--- config.mk ---
export PLATFORM = sky130hd
export DESIGN_NAME = yarp_mem_arbiter
export DESIGN_NICKNAME = d
export VERILOG_FILES = /design/src/rtl/yarp_pkg.sv /design/src/rtl/yarp_mem_arbiter.sv
export SDC_FILE = /design/constraint.sdc
export NUM_CORES = 1
export LEC_CHECK = 0
export CAP_MARGIN = 0
export CELL_PAD_IN_SITES_DETAIL_PLACEMENT = 0
export CELL_PAD_IN_SITES_GLOBAL_PLACEMENT = 1
export CORE_ASPECT_RATIO = 1.4
export CORE_MARGIN = 8
export CORE_UTILIZATION = 23
export DETAILED_ROUTE_END_ITERATION = 16
export PLACE_DENSITY = 0.8
export SLEW_MARGIN = 20
export SYNTH_ARGS = -nofsm -noshare
export SYNTH_HDL_FRONTEND = slang
export SYNTH_SLANG_ARGS = --single-unit
--- constraint.sdc ---
create_clock -name clk -period 1.6 [get_ports clk]
set_clock_uncertainty 0.05 [all_clocks]
set_input_delay 0.24 -clock clk [delete_from_list [all_inputs] [get_ports clk]]
set_output_delay 0.24 -clock clk [all_outputs]
set_load 0.1 [all_outputs]
--- src/rtl/yarp_pkg.sv ---
// Shared types for the YARP memory arbiter: FSM states and port ownership.
package yarp_pkg;

  typedef enum logic [1:0] {
    ST_IDLE = 2'd0,
    ST_REQ  = 2'd1,
    ST_RSP  = 2'd2
  } arb_state_e;

  typedef enum logic {
    OWN_IMEM = 1'b0,
    OWN_DMEM = 1'b1
  } owner_e;

  localparam logic [3:0] BE_FULL = 4'hF;

endpackage

--- src/rtl/yarp_mem_arbiter.sv ---
// Two-requester (fetch / load-store) arbiter onto a single memory port with one
// outstanding transaction and a bounded-starvation priority for the data side.
module yarp_mem_arbiter
  import yarp_pkg::*;
#(
  parameter int STARVE_MAX = 4
) (
  input  logic        clk,
  input  logic        reset_n,

  input  logic        imem_req_i,
  input  logic [31:0] imem_addr_i,
  output logic        imem_gnt_o,
  output logic        imem_rvalid_o,
  output logic [31:0] imem_rdata_o,

  input  logic        dmem_req_i,
  input  logic [31:0] dmem_addr_i,
  input  logic        dmem_wr_i,
  input  logic [31:0] dmem_wdata_i,
  input  logic [3:0]  dmem_be_i,
  output logic        dmem_gnt_o,
  output logic        dmem_rvalid_o,
  output logic [31:0] dmem_rdata_o,

  output logic        mem_req_o,
  output logic        mem_wr_o,
  output logic [31:0] mem_addr_o,
  output logic [31:0] mem_wdata_o,
  output logic [3:0]  mem_be_o,
  input  logic        mem_gnt_i,
  input  logic        mem_rvalid_i,
  input  logic [31:0] mem_rdata_i
);

  localparam int CNT_W = (STARVE_MAX < 1) ? 1 : $clog2(STARVE_MAX + 1);
  localparam logic [CNT_W-1:0] STARVE_LIM = CNT_W'(STARVE_MAX);

  arb_state_e       state_q;
  owner_e           owner_q;
  logic [CNT_W-1:0] starve_q;
  logic [31:0]      addr_q;
  logic             wr_q;
  logic [31:0]      wdata_q;
  logic [3:0]       be_q;

  logic             pick_dmem;
  logic [CNT_W-1:0] starve_nxt;
  logic             in_req;
  logic             rsp_hit;

  // Data side wins ties until fetch has waited STARVE_MAX data grants.
  always_comb begin
    pick_dmem  = dmem_req_i && !(imem_req_i && (starve_q == STARVE_LIM));
    starve_nxt = '0;
    if (pick_dmem && imem_req_i) begin
      starve_nxt = (starve_q == STARVE_LIM) ? starve_q : starve_q + 1'b1;
    end
  end

  always_ff @(posedge clk or negedge reset_n) begin
    if (!reset_n) begin
      state_q  <= ST_IDLE;
      owner_q  <= OWN_IMEM;
      starve_q <= '0;
      addr_q   <= '0;
      wr_q     <= 1'b0;
      wdata_q  <= '0;
      be_q     <= '0;
    end else begin
      case (state_q)
        ST_IDLE: begin
          if (imem_req_i || dmem_req_i) begin
            state_q  <= ST_REQ;
            starve_q <= starve_nxt;
            if (pick_dmem) begin
              owner_q <= OWN_DMEM;
              addr_q  <= dmem_addr_i;
              wr_q    <= dmem_wr_i;
              wdata_q <= dmem_wdata_i;
              be_q    <= dmem_be_i;
            end else begin
              owner_q <= OWN_IMEM;
              addr_q  <= imem_addr_i;
              wr_q    <= 1'b0;
              wdata_q <= '0;
              be_q    <= BE_FULL;
            end
          end
        end
        ST_REQ: begin
          if (mem_gnt_i) begin
            state_q <= ST_RSP;
          end
        end
        ST_RSP: begin
          if (mem_rvalid_i) begin
            state_q <= ST_IDLE;
          end
        end
        default: state_q <= ST_IDLE;
      endcase
    end
  end

  // Grant and response are steered combinationally to the owner only.
  always_comb begin
    in_req        = (state_q == ST_REQ);
    rsp_hit       = (state_q == ST_RSP) && mem_rvalid_i;

    mem_req_o     = in_req;
    mem_wr_o      = wr_q;
    mem_addr_o    = addr_q;
    mem_wdata_o   = wdata_q;
    mem_be_o      = be_q;

    imem_gnt_o    = in_req && mem_gnt_i && (owner_q == OWN_IMEM);
    dmem_gnt_o    = in_req && mem_gnt_i && (owner_q == OWN_DMEM);
    imem_rvalid_o = rsp_hit && (owner_q == OWN_IMEM);
    dmem_rvalid_o = rsp_hit && (owner_q == OWN_DMEM);
    imem_rdata_o  = imem_rvalid_o ? mem_rdata_i : '0;
    dmem_rdata_o  = dmem_rvalid_o ? mem_rdata_i : '0;
  end

endmodule

# ---- Yosys cells after proc, flatten, opt, wreduce, memory -nomap -nowiden
# Index checks and enable logic that the tools add are counted.
dict set report op_classes {
  n_bitwise 1
  add_sub_neg 1
  n_mux 13
  reduce_logical 15
  n_eq_ne 7
}
# op n
set ops {}
lappend ops {{32-bit two-way mux} 4}
lappend ops {{1-bit logical AND} 9}
lappend ops {{2-bit two-way mux} 3}
lappend ops {{3-bit two-way mux} 2}
lappend ops {{2-bit inequality test (second input constant)} 3}
lappend ops {{2-bit case mux with 3 select lines} 1}
lappend ops {{3-bit AND reduction} 2}
lappend ops {{4-bit two-way mux} 1}
lappend ops {{3-bit by 1-bit adder with 3-bit output (second input constant)} 1}
lappend ops {{3-bit equality test (second input constant)} 1}
lappend ops {{2-bit by 1-bit equality test with 1-bit output (second input constant)} 1}
lappend ops {{2-bit equality test (second input constant)} 1}
lappend ops {{2-bit zero test} 1}
lappend ops {{1-bit two-way mux} 2}
lappend ops {{2-bit by 1-bit inequality test with 1-bit output (second input constant)} 1}
lappend ops {{2-bit AND reduction} 1}
lappend ops {{1-bit zero test} 1}
lappend ops {{1-bit logical OR} 1}
lappend ops {{1-bit NOT} 1}
dict set report totals {
  output_inout_bits 138
  ff_bits 75
  word_cells 44
  inputBits 139
}

# ---- Depth between registers and ports, before layout
dict set report logic_depth {
  depth_word 7
  ltp_mapped 7
  depth_no_buf 5
}

# ---- Worst setup path after synthesis
# No wires, ideal clock.
dict set report synth_path {
  path_type {register -> output}
  from {reg state_q[1]}
  to {out imem_gnt_o}
  t_arrival_ns 3.314
  required_ns 1.310
  slack_ns -2.004
  stages_incl_launch_ff 4
  path_buffers 0
  path_cell_list {dfrtp_1 nor2b_1 nand2_1 nor2_1}
}
dict set report synth_between {
  elab_chain_cells 3
}
# element line_no
set synth_rtl {}
lappend synth_rtl {{from (decl)} yarp_mem_arbiter.sv:39} ;# arb_state_e state_q;
lappend synth_rtl {{from (signal assigned)} yarp_mem_arbiter.sv:63} ;# state_q <= ST_IDLE;
lappend synth_rtl {{from (signal assigned)} yarp_mem_arbiter.sv:74} ;# state_q <= ST_REQ;
lappend synth_rtl {{from (signal assigned)} yarp_mem_arbiter.sv:93} ;# state_q <= ST_RSP;
lappend synth_rtl {{2-bit by 1-bit equality test with 1-bit output} yarp_mem_arbiter.sv:108} ;# in_req = (state_q == ST_REQ);
lappend synth_rtl {{net mem_req_o} yarp_mem_arbiter.sv:26} ;# output logic mem_req_o,
lappend synth_rtl {{1-bit logical AND (2 in series)} yarp_mem_arbiter.sv:117} ;# imem_gnt_o = in_req && mem_gnt_i && (owner_q == OWN_IMEM);
lappend synth_rtl {{to (decl)} yarp_mem_arbiter.sv:13} ;# output logic imem_gnt_o,
# The timed path passes the listed nets, and every way through them passes these cells.

# ---- Worst setup path after layout
dict set report layout_path {
  from {reg state_q[0]}
  to {out imem_rdata_o[27]}
}
dict set report layout_between {
  elab_chain_cells 4
}
# element line_no
set layout_rtl {}
lappend layout_rtl {{2-bit equality test} yarp_mem_arbiter.sv:109} ;# rsp_hit = (state_q == ST_RSP) && mem_rvalid_i;
lappend layout_rtl {{1-bit logical AND} yarp_mem_arbiter.sv:109}
lappend layout_rtl {{1-bit logical AND} yarp_mem_arbiter.sv:119} ;# imem_rvalid_o = rsp_hit && (owner_q == OWN_IMEM);
lappend layout_rtl {{32-bit two-way mux} yarp_mem_arbiter.sv:121} ;# imem_rdata_o = imem_rvalid_o ? mem_rdata_i : '0;
lappend layout_rtl {{to (decl)} yarp_mem_arbiter.sv:15} ;# output logic [31:0] imem_rdata_o,
# No other way between the ends.

==> qor.yml <==
power:
  p_leak_nw: 4.280
  vdd_drop_max_v: 0.001647
  p_total_w: 0.02110
  power.density_nw_per_um2: 2158
cells_and_area:
  nFillCells: 1362
  layout_commonest_cell: "buf_12"
  drive_above_1_share: 0.4185
  area.growth.synth_to_final_pct: 141.6
  nNetsFinal: 872
  antenna_cells: 0
  layout_common_cells: "buf_12, clkdlybuf4s50_1, dfrtp_1"
global_routing:
  grt_pass1_vias: 4887
  grt_overflow: 0
  antenna_found_initial: 0
  grtUsageTotal: 0.1725
  grt_pass1_wl_mm: 29.73
  grt_max_degree: 76
logic_synthesis:
  synth_top_cell_by_area: "dfrtp_1"
  syn_avg_cell_area_um2: 9.592
  synth.yosys.warnings: 0
  synth_top_area_frac: 0.4637
  syn_inst: 422
  ys_seq_area_frac: 0.4637
  ys_ff_latch: 75
  synth_area_um2: 4048
  syn_nets: 563
  synthDistinctLibCells: 30
  netlist_top_cells_area: "dfrtp_1, and2_1, a221o_1"
worst_hold_path:
  hold-path-endpoint: "mem_wdata_o[22]$_DFFE_PN0P_"
  min-delay-start: "dmem_req_i"
  hold_depth: 4
  hold_path.class: "in -> reg"
floorplanning:
  die_h_um: 173.0
  chipWidth_um: 128.1
  core_area_um2: 17330
  ios: 277
  dieArea_um2: 22160
  start_util: 0.2336
  num_rows: 57
cts:
  cts-root-buf: "clkbuf_16"
  cts_tree: "built"
  clkTransAtPathRegs_ns: 0.07
  cts.sinks: 75
  cts_buffers: 9
  cts.path.max_buffers: 2
  clock_latency_ns: 0.33
  htree_levels: 3
setup_path:
  worstPathArrival_ns: 1.69
  crit_chain: "nand2b_4 -> nor3b_4 -> buf_6 -> buf_6 -> and2_4 -> buf_12"
  worstSetupEndpointType: "output port"
  worstPathMaxFanout: 8
  reg2reg_slack_ns: -0.08
  timing.rr.end: "mem_addr_o[6]$_DFFE_PN0P_"
  max_stage_delay_ns: 0.40
  slowest_stage: "dfrtp_1"
  timing.rr.start: "starve_q[0]$_DFFE_PN0P_"
  path_buf_inv: 3
  crit_top_cell: "buf_6"
  cp_num_cells: 6
  cp_top_family: "simple AND/OR/NAND/NOR gates"
  worstRegToRegCells: 7
  worst-setup-path-type: "reg -> out"
  cp.required_ns: 1.31
  critPathLaunchType: "register"
routing:
  drt_iter0_markers: 343
  ant_nets: 0
  first_pass_iters: 4
  drt_wl_total_mm: 20.02
  drc_errors: 0
  num_vias: 4667
  post_drt_wl_per_cell_um: 20.60
  vias_per_cell: 4.801
timing:
  final-hold-violation-count: 0
  rsz0062_at_grt: "true"
  max_freq_mhz: 504.3
  slew_viol_final: 0
  holdWs_ns: 0.3947
  timing.final.ws_setup_ns: -0.3828
  maxSlewHeadroom: 0.7178
  period_minus_slack_ns: 1.983
  finalSetupViolations: 100
  finalCritPeriodShare: 1.239
  tightest_slew_ns: 0.4233
job:
  drv_cap: 0
placed_design:
  place_congestion: 0.7979
  dp.final_hpwl_mm: 14.21
  port_buffers: 276
status:
  status: "complete, but fails checks"
  violations: "setup timing"
-- worst register-to-register path: cells and delay by family, from the launching register on --
kind | cells | cell delay, ns
compound gates | 1 | 0.26
fa+ha+maj | 1 | 0.16
buf+inv | 3 | 0.39
flops | 1 | 0.39
simple gates | 2 | 0.32
-- layer usage --
metal / wire length, µm / vias up / global-route usage
met2: 10860 / 197 / 0.3078
met5: 0 / - / 0
met1: 7390 / 2279 / 0.1935
met3: 1395 / 26 / 0.04464
li1: - / 2165 / -
met4: 375 / 0 / 0.05569
-- where the power goes --
part	internal, W	total (W)	switching [W]	leakage [nW]
registers	0.00278	0.00381	0.00103	0.926
logic	0.00589	0.0154	0.00951	3.22
clock network	0.00106	0.00190	0.000839	0.132
total	0.00973	0.0211	0.0114	4.28
-- cells by family after synthesis --
| group | Yosys count | synth area share |
|---|---|---|
| buffers and inverters | 86 | 0.08995 |
| multiplexers | 2 | 0.005255 |
| flip-flops | 75 | 0.4637 |
| AND/OR/NAND/NOR | 179 | 0.2955 |
| AO/OA/AOI/OAI | 78 | 0.1394 |
| adder cells (fa/ha/maj) | 2 | 0.006181 |
-- worst max-delay path by stage --
stage	to	startpoint	slack (ns)
after floorplan	imem_gnt_o	state_q[1]$_DFFE_PN0P_	-0.32
after global placement	owner_q$_DFFE_PN0P_	imem_req_i	-0.32
after detailed placement	owner_q$_DFFE_PN0P_	imem_req_i	-0.33
after CTS	imem_rdata_o[1]	state_q[0]$_DFFE_PN0P_	-0.42
after global routing	imem_rdata_o[26]	state_q[0]$_DFFE_PN0P_	-0.43
final	imem_rdata_o[27]	state_q[0]$_DFFE_PN0P_	-0.38
-- final cells by class --
type | count | area [µm²] | share of cell area
clock buffers | 9 | 225.2 | 0.02303
well taps | 236 | 295.3 | 0.03019
flip-flops and latches | 75 | 1879 | 0.1922
clock inverters | 7 | 51.30 | 0.005246
repair buffers | 342 | 5045 | 0.5159
inverters | 41 | 153.9 | 0.01574
multi-input cells | 262 | 2130 | 0.2178
-- cell usage after synthesis (all sizes together) --
| master | number |
|---|---|
| a31oi | 4 |
| nand2b | 2 |
| mux2i | 1 |
| a221o | 32 |
| o311ai | 1 |
| and3 | 33 |
| nor2 | 2 |
| o21ai | 35 |
| nand3 | 1 |
| nand2 | 4 |
| inv | 41 |
| clkbuf | 27 |
| nor3b | 1 |
| nand4 | 33 |
| and4b | 1 |
| or2 | 1 |
| nor2b | 1 |
| ha | 2 |
| o22ai | 1 |
| a21oi | 4 |
| and2 | 67 |
| dfrtp | 75 |
| buf | 18 |
| mux2 | 1 |
| nand4b | 1 |
| o2bb2ai | 1 |
| and4 | 32 |
-- through the flow --
step / cells / worst slack (ns) / util / instance area (µm²) / setup TNS [ns]
2_1_floorplan: 422 / -0.3155 / - / 4267 / -5.207
3_3_place_gp: 923 / -0.3183 / 0.5094 / 8828 / -31.59
3_5_place_dp: 923 / -0.3279 / 0.5094 / 8828 / -34.26
4_1_cts: 967 / -0.4226 / 0.5551 / 9619 / -26.10
5_1_grt: 972 / -0.4330 / 0.5643 / 9779 / -29.93
6_report: 972 / -0.3828 / 0.5643 / 9779 / -24.55
-- what timing repair did --
| action | 4_1_cts | 5_1_grt |
|---|---|---|
| pin swaps | 40 | 32 |
| gates cloned | 8 | 6 |
| hold endpoints to repair | 75 | 0 |
| gates resized for setup | 45 | 54 |
| buffers inserted | 19 | 3 |
| hold buffers | 1 | 0 |
| endpoints found under the setup margin | 141 | 140 |
-- registers in the layout, indices dropped and copies added, names as in the netlist --
register     count
mem_addr_o      32
mem_be_o         4
mem_wdata_o     32
mem_wr_o         1
owner_q          1
starve_q         3
state_q          2
(Power assumes the default switching activity.)
